--- config.mk ---
export PLATFORM = sky130hd
export DESIGN_NAME = fetch_queue
export DESIGN_NICKNAME = d
export VERILOG_FILES = /design/src/rtl/fetch_queue.sv
export SDC_FILE = /design/constraint.sdc
export NUM_CORES = 1
export LEC_CHECK = 0
export ABC_AREA = 0
export CORE_MARGIN = 4
export CORE_UTILIZATION = 25
export CTS_BUF_LIST = sky130_fd_sc_hd__clkbuf_16
export DETAILED_ROUTE_END_ITERATION = 7
export PLACE_DENSITY = 0.41
export SKIP_CTS_REPAIR_TIMING = 1
export SYNTH_ARGS = -nofsm -noshare
export SYNTH_HDL_FRONTEND = slang
export SYNTH_SLANG_ARGS = --single-unit
--- constraint.sdc ---
create_clock -name clk -period 7.4 [get_ports clk]
set_input_delay 1.48 -clock clk [delete_from_list [all_inputs] [get_ports clk]]
set_output_delay 1.48 -clock clk [all_outputs]
set_load 0.01 [all_outputs]
--- src/rtl/fetch_queue.sv ---
// Instruction fetch queue: 32-byte circular buffer of line fills presenting a 16-byte window at EIP.
// Optional macro FETCHQ_STATS_EN adds the stall_cycles counter output.
module fetch_queue #(
  parameter logic [31:0] RESET_EIP = 32'h0000_0000,
  parameter logic [15:0] RESET_CS  = 16'h0000
) (
  input  logic         clk,
  input  logic         reset,
  output logic [31:0]  fetch_addr,
  output logic         fill_ready,
  input  logic         fill_valid,
  input  logic [127:0] fill_data,
  input  logic         flush,
  input  logic [31:0]  flush_eip,
  input  logic [15:0]  flush_cs,
  output logic         ir_valid,
  output logic [127:0] IR,
  output logic [31:0]  EIP,
  output logic [15:0]  CS,
  input  logic         dec_ready,
  input  logic [3:0]   instr_length_updt
`ifdef FETCHQ_STATS_EN
  ,
  output logic [15:0]  stall_cycles
`endif
);

  logic [7:0] buf_q [0:31];
  logic       wr_line;
  logic [4:0] rd_ptr;
  logic [5:0] count;
  logic [3:0] skip;

  logic       fill;
  logic       consume;
  logic [5:0] fill_amt;
  logic [5:0] cons_amt;
  logic [5:0] count_nxt;

  always_comb begin
    fill_ready = (count <= 6'd16) && !flush;
    ir_valid   = (count >= 6'd16);
    fill       = fill_valid && fill_ready;
    consume    = ir_valid && dec_ready && (instr_length_updt != 4'd0);
    fill_amt   = fill ? (6'd16 - {2'b00, skip}) : 6'd0;
    cons_amt   = consume ? {2'b00, instr_length_updt} : 6'd0;
    count_nxt  = count + fill_amt - cons_amt;
  end

  always_ff @(posedge clk or negedge reset) begin
    if (!reset) begin
      wr_line    <= 1'b0;
      rd_ptr     <= {1'b0, RESET_EIP[3:0]};
      count      <= 6'd0;
      skip       <= RESET_EIP[3:0];
      EIP        <= RESET_EIP;
      CS         <= RESET_CS;
      fetch_addr <= {RESET_EIP[31:4], 4'h0};
    end else if (flush) begin
      wr_line    <= 1'b0;
      rd_ptr     <= {1'b0, flush_eip[3:0]};
      count      <= 6'd0;
      skip       <= flush_eip[3:0];
      EIP        <= flush_eip;
      CS         <= flush_cs;
      fetch_addr <= {flush_eip[31:4], 4'h0};
    end else begin
      count <= count_nxt;
      if (fill) begin
        wr_line    <= ~wr_line;
        fetch_addr <= fetch_addr + 32'd16;
        skip       <= 4'd0;
      end
      if (consume) begin
        rd_ptr <= rd_ptr + {1'b0, instr_length_updt};
        EIP    <= EIP + {28'd0, instr_length_updt};
      end
    end
  end

  // Byte storage is cleared only by reset; a flush just discards it logically via count.
  always_ff @(posedge clk or negedge reset) begin
    if (!reset) begin
      for (int i = 0; i < 32; i++) buf_q[i] <= 8'h00;
    end else if (fill && !flush) begin
      for (int i = 0; i < 16; i++) buf_q[{wr_line, 4'(i)}] <= fill_data[127-8*i -: 8];
    end
  end

  always_comb begin
    IR = '0;
    for (int i = 0; i < 16; i++) IR[127-8*i -: 8] = buf_q[5'(rd_ptr + 5'(i))];
  end

`ifdef FETCHQ_STATS_EN
  always_ff @(posedge clk or negedge reset) begin
    if (!reset) begin
      stall_cycles <= 16'd0;
    end else if (flush) begin
      stall_cycles <= 16'd0;
    end else if (dec_ready && !ir_valid && (stall_cycles != 16'hFFFF)) begin
      stall_cycles <= stall_cycles + 16'd1;
    end
  end
`endif

endmodule

==> impl_metrics.tcl, run 1 <==
set metrics [dict create \
    drc 0 \
    drv_slew 0 \
    cp_top_family "buffers and inverters" \
    layout-drive-gt1-share_pct 32.0 \
    portBuffers 390 \
    fin_cells 4032 \
    die_w_um 339 \
    cp-endpoint "IR[10]" \
    crit_arrival_ns 4.98 \
    clock_latency_ns 0.63 \
    clk_pin_slew_ns 0.06 \
    crit_buf_inv 3 \
    grt_pass1_vias 22279 \
    die_h_um 339 \
    antenna_found_initial 11 \
    r2r_cells 11 \
    syn-instance-count 2269 \
    overflow 0 \
    yosysWarningCount 0 \
    fill_cells 10952 \
    setup_viol 0 \
    root_buffer "clkbuf_16" \
    leakagePower_nw 13.2 \
    start_util_pct 25.1 \
    path_cells "buf_4 > clkinv_1 > ha_1 > a21boi_0 > xnor2_1 > nand2_1 > o2bb2ai_1 > a211oi_1 > clkdlybuf4s50_1" \
    grt_max_degree 137 \
    period_minus_slack_ns 6.46 \
    synth.avg_cell_area_um2 12.0 \
    rsz0062_at_grt "false" \
    drtIter0Drc 2003 \
    finalCritPeriodShare_pct 87.3 \
    vias_per_cell 5.55 \
    drt_first_pass_iters 5 \
    finalSetupTns_ns 0 \
    cp_slowest_cell "clkdlybuf4s50_1" \
    core_um2 109000 \
    skew_ns 0.0159 \
    netlist_area_um2 27300 \
    reg2reg_to "count[5]" \
    cp_slowest_stage_delay_ns 0.75 \
    cp_max_fo 17 \
    cts_tree "built" \
    ys_async_sr_fraction_pct 100 \
    nNetsFinal 2792 \
    crit_required_ns 5.92 \
    clock-sinks 348 \
    yosysSeqAreaShare_pct 31.9 \
    cts_buffer_depth 3 \
    synth-edff-count 0 \
    grt_usage_pct 21.3 \
    dieArea_um2 115000 \
    pin_count 395 \
    grt_pass1_wl_um 176000 \
    synth_flop_cell "dfrtp_1" \
    hp-class "flop to flop" \
    critPathKind "flop to primary output" \
    place_hpwl_um 99000 \
    mostFrequentLayoutCells "mux2_2 (417), clkdlybuf4s50_1 (388), dfrtp_1 (345), mux4_2 (279), nand2_1 (205)" \
    hold_viol 0 \
    area_growth_syn_to_layout_pct 25.6 \
    p_per_area_nw_per_um2 564 \
    stdcell_area_um2 34300 \
    ant_nets 0 \
    fmax_ghz 0.155 \
    placed_area_um2 32700 \
    final_common_cell "mux2_2" \
    startpoint "rd_ptr[3]" \
    dp_cells 3937 \
    cp.depth 9 \
    cap_violations 0 \
    cts_max_level 2 \
    finalWirelength_um 126000 \
    globalplace.congestion 0.942 \
    synth_seq_cells 348 \
    ys_types 67 \
    outcome "finished, final reports clean" \
    relSlewSlack_pct 12.3 \
    worst_pin_slew_ns 1.31 \
    rrSetupSlack_ns 3.75 \
    rr_startpoint "count[1]" \
    cts_made_buffers 47 \
    cp-end-kind "primary output" \
    wl_per_cell_um 31.3 \
    start_kind "flop" \
    num_rows 121 \
    irDropWorstVdd_v 0.000201 \
    route.vias.total 22375 \
]
worst min-delay path by stage:
stage,start,endpoint,slack [ns],depth (start not counted)
finish,CS[14],CS[14],0.50,1
CTS,CS[14],CS[14],0.51,1
global route,CS[14],CS[14],0.52,1
floorplan,buf_q[23],buf_q[23],0.53,1
detailed placement,CS[14],CS[14],0.50,1
global placement,CS[0],CS[0],0.50,1
layer usage:
metal	routed length, um	track usage [%]	share of wire (%)	up-vias
li1	-	-	-	9491
met1	52500	27.5	42	11689
met2	58000	34.2	46	1033
met3	11200	6.36	8.9	156
met4	4610	7.08	3.6	6
met5	43	0	0.034	-
synthesized netlist by cell type, types with 3 or more instances:
| library cell | instances | area (um^2) |
|---|---|---|
| mux2i_1 | 131 | 1310 |
| buf_4 | 18 | 135 |
| o211a_1 | 4 | 40.0 |
| nor2_1 | 83 | 312 |
| o41ai_1 | 3 | 26.3 |
| dfrtp_1 | 348 | 8710 |
| nor3_1 | 20 | 100 |
| buf_6 | 3 | 33.8 |
| nor2b_1 | 13 | 81.3 |
| xnor2_1 | 54 | 473 |
| a21boi_0 | 6 | 45.0 |
| o21ai_0 | 66 | 330 |
| nand2b_1 | 8 | 50.1 |
| buf_1 | 22 | 82.6 |
| and2_1 | 9 | 56.3 |
| o211ai_1 | 18 | 135 |
| clkbuf_1 | 58 | 218 |
| xor2_1 | 20 | 175 |
| ha_1 | 29 | 363 |
| nand3_1 | 21 | 105 |
| inv_1 | 37 | 139 |
| o2bb2ai_1 | 4 | 35.0 |
| o2111ai_1 | 6 | 52.6 |
| buf_2 | 75 | 375 |
| o21a_1 | 4 | 30.0 |
| mux4_2 | 279 | 6280 |
| nand2_1 | 206 | 773 |
| a211oi_1 | 20 | 150 |
| nor4_1 | 8 | 50.1 |
| and4_1 | 8 | 70.1 |
| a2111oi_0 | 4 | 35.0 |
| a31o_2 | 3 | 26.3 |
| and3_1 | 12 | 75.1 |
| nand4_1 | 14 | 87.6 |
| or3_1 | 16 | 100 |
| fa_1 | 6 | 120 |
| o22ai_1 | 55 | 344 |
| a221oi_1 | 38 | 333 |
| a21oi_1 | 67 | 335 |
| a31oi_1 | 18 | 113 |
| o31ai_1 | 3 | 22.5 |
| a21o_1 | 4 | 30.0 |
| mux2_2 | 417 | 4700 |
metrics by stage:
stage | hold WS, ns | utilization (%) | power, mW | setup WS [ns]
global route | 0.521 | 31.6 | 20.2 | 0.929
global placement | 0.496 | 30.1 | 16.6 | 1.83
finish | 0.505 | 31.6 | 19.4 | 0.939
floorplan | 0.526 | - | 10.5 | 2.25
CTS | 0.509 | 31.6 | 19.4 | 1.11
detailed placement | 0.497 | 30.1 | 16.8 | 1.83
sequential cells by signal (all words and copies together), names as in the netlist:
| name | cells |
|---|---|
| EIP | 32 |
| fetch_addr | 28 |
| skip | 4 |
| rd_ptr | 5 |
| CS | 16 |
| wr_line | 1 |
| count | 6 |
| buf_q | 256 |
cell type report:
class / count / area (um^2) / share of cell area, %
multi-input cells: 1707 / 17800 / 51.7
flip-flops and latches: 348 / 8720 / 25.4
repair buffers: 428 / 4290 / 12.5
well taps: 1414 / 1770 / 5.15
clock buffers: 49 / 1230 / 3.57
clock inverters: 38 / 398 / 1.16
inverters: 40 / 150 / 0.437
diodes: 8 / 20.0 / 0.0583
kinds of logic after synthesis:
group	synth area share (%)
flip-flops	31.9
other	0.0137
AO/OA/AOI/OAI	8.07
buffers and inverters	3.66
multiplexers	45.0
AND/OR/NAND/NOR	7.25
XOR/XNOR	2.43
adder cells (fa/ha/maj)	1.77
report_power, final:
part	switching [mW]	internal, mW	total [mW]
sequential	1.08	2.68	3.76
combinational	7.23	5.93	13.2
clock	0.977	1.48	2.46
No activity file was read; power rests on OpenSTA's default activity.
==> run 2, diff against run 1 <==
Settings changed: CORE_UTILIZATION 25 to 48, HOLD_SLACK_MARGIN set to 0.02, PLACE_DENSITY 0.41 to 0.7.
==> run 2 against run 1 <==
Compared with the run above:
- combinational power decreased by 8%
- via count up 1.0%
- first-iteration DRC count is 32% higher
- wire length down 20%
- critical path type unchanged
- largest power group unchanged
==> impl_metrics.tcl, run 2 (synthesis gave the netlist of run 1 again) <==
set metrics [dict create \
    outcome "finished, final reports clean" \
    reg2reg_to "count[5]" \
    globalplace.congestion 1.09 \
    r2r_cells 11 \
    final_common_cell "mux2_2" \
    cts_made_buffers 41 \
    reg_top3 "buf_q: 256 flops, EIP: 32 flops, fetch_addr: 28 flops" \
    startpoint "rd_ptr[0]" \
    core_um2 56400 \
    drt_first_pass_iters 7 \
    die_h_um 247 \
    finalCritPeriodShare_pct 83.8 \
    die_w_um 247 \
    cts_buffer_depth 3 \
    wl_per_cell_um 30.2 \
    regMostFlops "buf_q" \
    dieArea_um2 60800 \
    layout-drive-gt1-share_pct 31.6 \
    clk_pin_slew_ns 0.06 \
    rr_startpoint "count[1]" \
    mostFrequentLayoutCells "mux2_2 (417), clkdlybuf4s50_1 (388), dfrtp_1 (345), mux4_2 (279), nand2_1 (205)" \
    nNetsFinal 2781 \
    dp_cells 3274 \
    cp-endpoint "IR[53]" \
    finalSetupTns_ns 0 \
    worst_pin_slew_ns 1.10 \
    drc 0 \
    start_kind "flop" \
    critPathKind "flop to primary output" \
    p_per_area_nw_per_um2 542 \
    irDropWorstVdd_v 0.000320 \
    finalWirelength_um 101000 \
    leakagePower_nw 13.1 \
    cts_tree "built" \
    root_buffer "clkbuf_16" \
    clock-sinks 348 \
    grt_pass1_vias 22405 \
    hp-class "flop to flop" \
    rsz0062_at_grt "false" \
    hold_viol 0 \
    cp_max_fo 88 \
    fill_cells 4677 \
    antenna_found_initial 5 \
    fin_cells 3350 \
    setup_viol 0 \
    overflow 0 \
    place_hpwl_um 77600 \
    crit_arrival_ns 4.72 \
    grt_usage_pct 32.9 \
    relSlewSlack_pct 26.1 \
    start_util_pct 48.5 \
    cts_max_level 2 \
    fmax_ghz 0.161 \
    period_minus_slack_ns 6.20 \
    largest_reg_flops 256 \
    skew_ns 0.0417 \
    ant_nets 0 \
    drtIter0Drc 2643 \
    cap_violations 0 \
    pin_count 395 \
    fin_util_pct 58.8 \
    rrSetupSlack_ns 3.97 \
    vias_per_cell 6.75 \
    route.vias.total 22603 \
    cp-end-kind "primary output" \
    area_growth_syn_to_layout_pct 21.2 \
    clock_latency_ns 0.60 \
    grt_max_degree 170 \
    crit_required_ns 5.92 \
    drv_slew 0 \
    num_rows 87 \
    portBuffers 390 \
    grt_pass1_wl_um 149000 \
]
run 2: cell count changes in the layout (fill, tap and decap cells not counted), moves of 2 or more:
cell and change:
clkinv_2 -2, clkbuf_16 -8, bufinv_16 -4, buf_12 -2, inv_1 +6, diode_2 -4
buf_4 -3, clkinv_1 -8
run 2: cell type report:
cell class | count | area, um^2 | share of cell area (%)
clock inverter | 31 | 298 | 0.899
tap | 756 | 946 | 2.85
inverter | 40 | 150 | 0.453
antenna | 4 | 10.0 | 0.0302
clock buffer | 41 | 1030 | 3.10
sequential | 348 | 8720 | 26.3
multi-input combinational | 1707 | 17800 | 53.6
timing repair buffer | 423 | 4230 | 12.8
run 2: worst min path at each step:
stage / from / to / slack [ns] / cells past startpoint
after floorplan: buf_q[23] / buf_q[23] / 0.53 / 1
after global placement: CS[15] / CS[15] / 0.49 / 1
after detailed placement: CS[14] / CS[14] / 0.50 / 1
after CTS: CS[11] / CS[11] / 0.51 / 1
after global routing: CS[0] / CS[0] / 0.54 / 1
final: CS[11] / CS[11] / 0.51 / 1
run 2: worst max-delay path, cell delays in order, from the launching register on:
cell             delay (ns)
dfrtp_4                0.74
inv_1                  0.17
ha_4                   0.66
buf_12                 0.48
mux4_2                 0.59
mux2_2                 0.30
or3_1                  0.30
o21ai_0                0.09
a211oi_1               0.11
clkdlybuf4s50_1        0.51
run 2: routing by layer:
metal	share of wire (%)	GRT usage (%)
met2	47	53.1
met1	37	41.6
met4	6.3	16.7
met5	0.041	0
met3	10	7.79
run 2: report_power, final:
group	switching, mW	internal, mW
sequential	1.12	2.68
clock	0.861	1.16
combinational	6.26	5.89
total	8.25	9.73
run 2: per-stage QoR:
step                total power [mW]  area (um^2)  setup slack, ns  hold slack (ns)
detailed placement              15.6        31800             1.88            0.497
global placement                15.4        31800             1.95            0.491
floorplan                       10.5        27300             2.25            0.526
finish                          18.0        33100             1.20            0.506
global route                    18.7        33100            0.954            0.539
CTS                             17.8        33100             1.23            0.511
==> run 3, diff against run 2 <==
Settings changed: PLACE_DENSITY 0.7 to 0.73.
Clock period 7.4 ns to 5.48 ns, I/O delays scaled along.
==> run 3 against run 2 <==
Compared with the run above:
- register-to-register slack got worse by 2.0 ns
- total power rose by 38%
- wire length rose by 4.8%
- count of clock-buffer cells in the layout did not move
==> impl_metrics.tcl, run 3 (synthesis gave the netlist of run 1 again) <==
set metrics [dict create \
    path_cells "buf_4 > buf_4 > mux4_2 > mux2i_1 > nand2_1 > o211ai_1 > o21ai_0 > clkdlybuf4s50_1" \
    irDropWorstVdd_v 0.000461 \
    grt_pass1_vias 22559 \
    cp_max_fo 40 \
    vias_per_cell 6.81 \
    fill_cells 4620 \
    grt_usage_pct 34.3 \
    cp-end-kind "primary output" \
    area_growth_syn_to_layout_pct 22.1 \
    wl_per_cell_um 31.5 \
    reg_top3 "buf_q: 256 flops, EIP: 32 flops, fetch_addr: 28 flops" \
    num_antenna_cells 0 \
    swShare_pct 46.6 \
    drtIter0Drc 2695 \
    root_buffer "clkbuf_16" \
    p_int_mw 13.3 \
    switching_power_mw 11.6 \
    portBuffers 390 \
    start_kind "flop" \
    regMostFlops "buf_q" \
    cts_made_buffers 41 \
    hold_viol 0 \
    layout-drive-gt1-share_pct 32.2 \
    grt_max_degree 105 \
    clock_latency_ns 0.60 \
    worst_pin_slew_ns 1.19 \
    num_rows 87 \
    cts_buffer_depth 3 \
    fmax_ghz 0.189 \
    cap_violations 0 \
    relSlewSlack_pct 19.9 \
    start_util_pct 48.5 \
    final_common_cell "mux2_2" \
    place_hpwl_um 82200 \
    overflow 0 \
    ant_nets 0 \
    rsz0062_at_grt "false" \
    grt_pass1_wl_um 154000 \
    finalWirelength_um 106000 \
    fin_cells 3370 \
    cp_slowest_cell "mux4_2" \
    dieArea_um2 60800 \
    mostFrequentLayoutCells "mux2_2 (417), clkdlybuf4s50_1 (388), dfrtp_1 (345), mux4_2 (279), nand2_1 (205)" \
    hp-class "flop to flop" \
    route.vias.total 22964 \
    nNetsFinal 2801 \
    cts_max_level 2 \
    largest_reg_flops 256 \
    outcome "finished, final reports clean" \
    leakagePower_nw 13.2 \
    seqPwrFrac_pct 20.6 \
    setup_viol 0 \
    skew_ns 0.0208 \
    crit_arrival_ns 4.20 \
    clk_pin_slew_ns 0.06 \
    finalCritPeriodShare_pct 96.6 \
    drv_slew 0 \
    die_w_um 247 \
    dp_cells 3294 \
    crit_required_ns 4.38 \
    period_minus_slack_ns 5.30 \
    globalplace.congestion 1.03 \
    die_h_um 247 \
    antenna_found_initial 7 \
    crit_top_cell "buf_4" \
    clock-sinks 348 \
    core_um2 56400 \
    drc 0 \
    p_comb_share_pct 68.0 \
    drt_first_pass_iters 8 \
    critPathKind "flop to primary output" \
    finalSetupTns_ns 0 \
    clkPwrFrac_pct 11.4 \
    pin_count 395 \
    cts_tree "built" \
    p_per_area_nw_per_um2 744 \
    cp_slowest_stage_delay_ns 0.68 \
]
## run 3: cell types whose count changed in the layout (fill, tap and decap cells not counted)
cell,previous run,this run
xnor2_1,44,45
clkinv_1,6,9
diode_2,4,0
inv_8,0,1
clkinv_4,1,2
buf_4,27,42
xnor2_2,9,8
buf_12,6,11
inv_1,46,41
inv_6,1,3
clkinv_2,6,5
clkinvlp_4,1,4
## run 3: path summary, 6_finish.rpt
path | slack, ns | depth (start not counted) | end | from
worst max register to register | 2.00 | 11 | count[5] | count[1]
worst min-delay path | 0.51 | 1 | CS[13] | CS[13]
worst max-delay path | 0.18 | 8 | IR[55] | rd_ptr[0]
min in group asynchronous | 0.54 | 1 | buf_q[197] | reset
worst min register to register | 0.51 | 1 | CS[13] | CS[13]
max in group asynchronous | 3.77 | 2 | fetch_addr[28] | reset
## run 3: area by class of cell
cell class	instances	area, um^2	area share, %
multi-input cells	1707	17800	53.2
well taps	756	946	2.83
repair buffers	443	4440	13.3
clock inverters	35	345	1.03
inverters	40	150	0.450
clock buffers	41	1030	3.07
flip-flops and latches	348	8720	26.1
## run 3: stage by stage
stage | power, mW | utilization, % | setup WS, ns | cell area (um^2) | hold WS (ns)
floorplan | 14.1 | - | 0.717 | 27300 | 0.526
global placement | 21.3 | 56.8 | 0.888 | 32000 | 0.492
detailed placement | 21.5 | 56.8 | 0.856 | 32000 | 0.499
CTS | 24.5 | 59.2 | 0.209 | 33400 | 0.514
global route | 25.7 | 59.2 | 0.0102 | 33400 | 0.535
finish | 24.8 | 59.2 | 0.184 | 33400 | 0.512
## run 3: routing by layer
layer,wire (um),up-vias,global-route usage [%]
met5,69,-,0
met4,5690,10,14.5
met3,10100,256,7.83
met2,49400,1429,55.1
met1,40800,11775,45.2
li1,-,9494,-
## run 3: critical path: cells and delay by family, from the launching register on
kind            cells  cell delay, ns
flops               1            0.46
buf+inv             3            1.53
simple gates        1            0.11
mux                 2            1.16
compound gates      2            0.30
## run 3: power groups by stage
stage | Clock (mW) | Combinational [mW] | Sequential [mW]
final | 2.83 | 16.9 | 5.11
after global routing | 2.97 | 17.5 | 5.24
after CTS | 2.86 | 16.6 | 5.04
after detailed placement | 0 | 16.4 | 5.08
after global placement | 0 | 16.3 | 4.95
after floorplan | 0 | 9.64 | 4.47
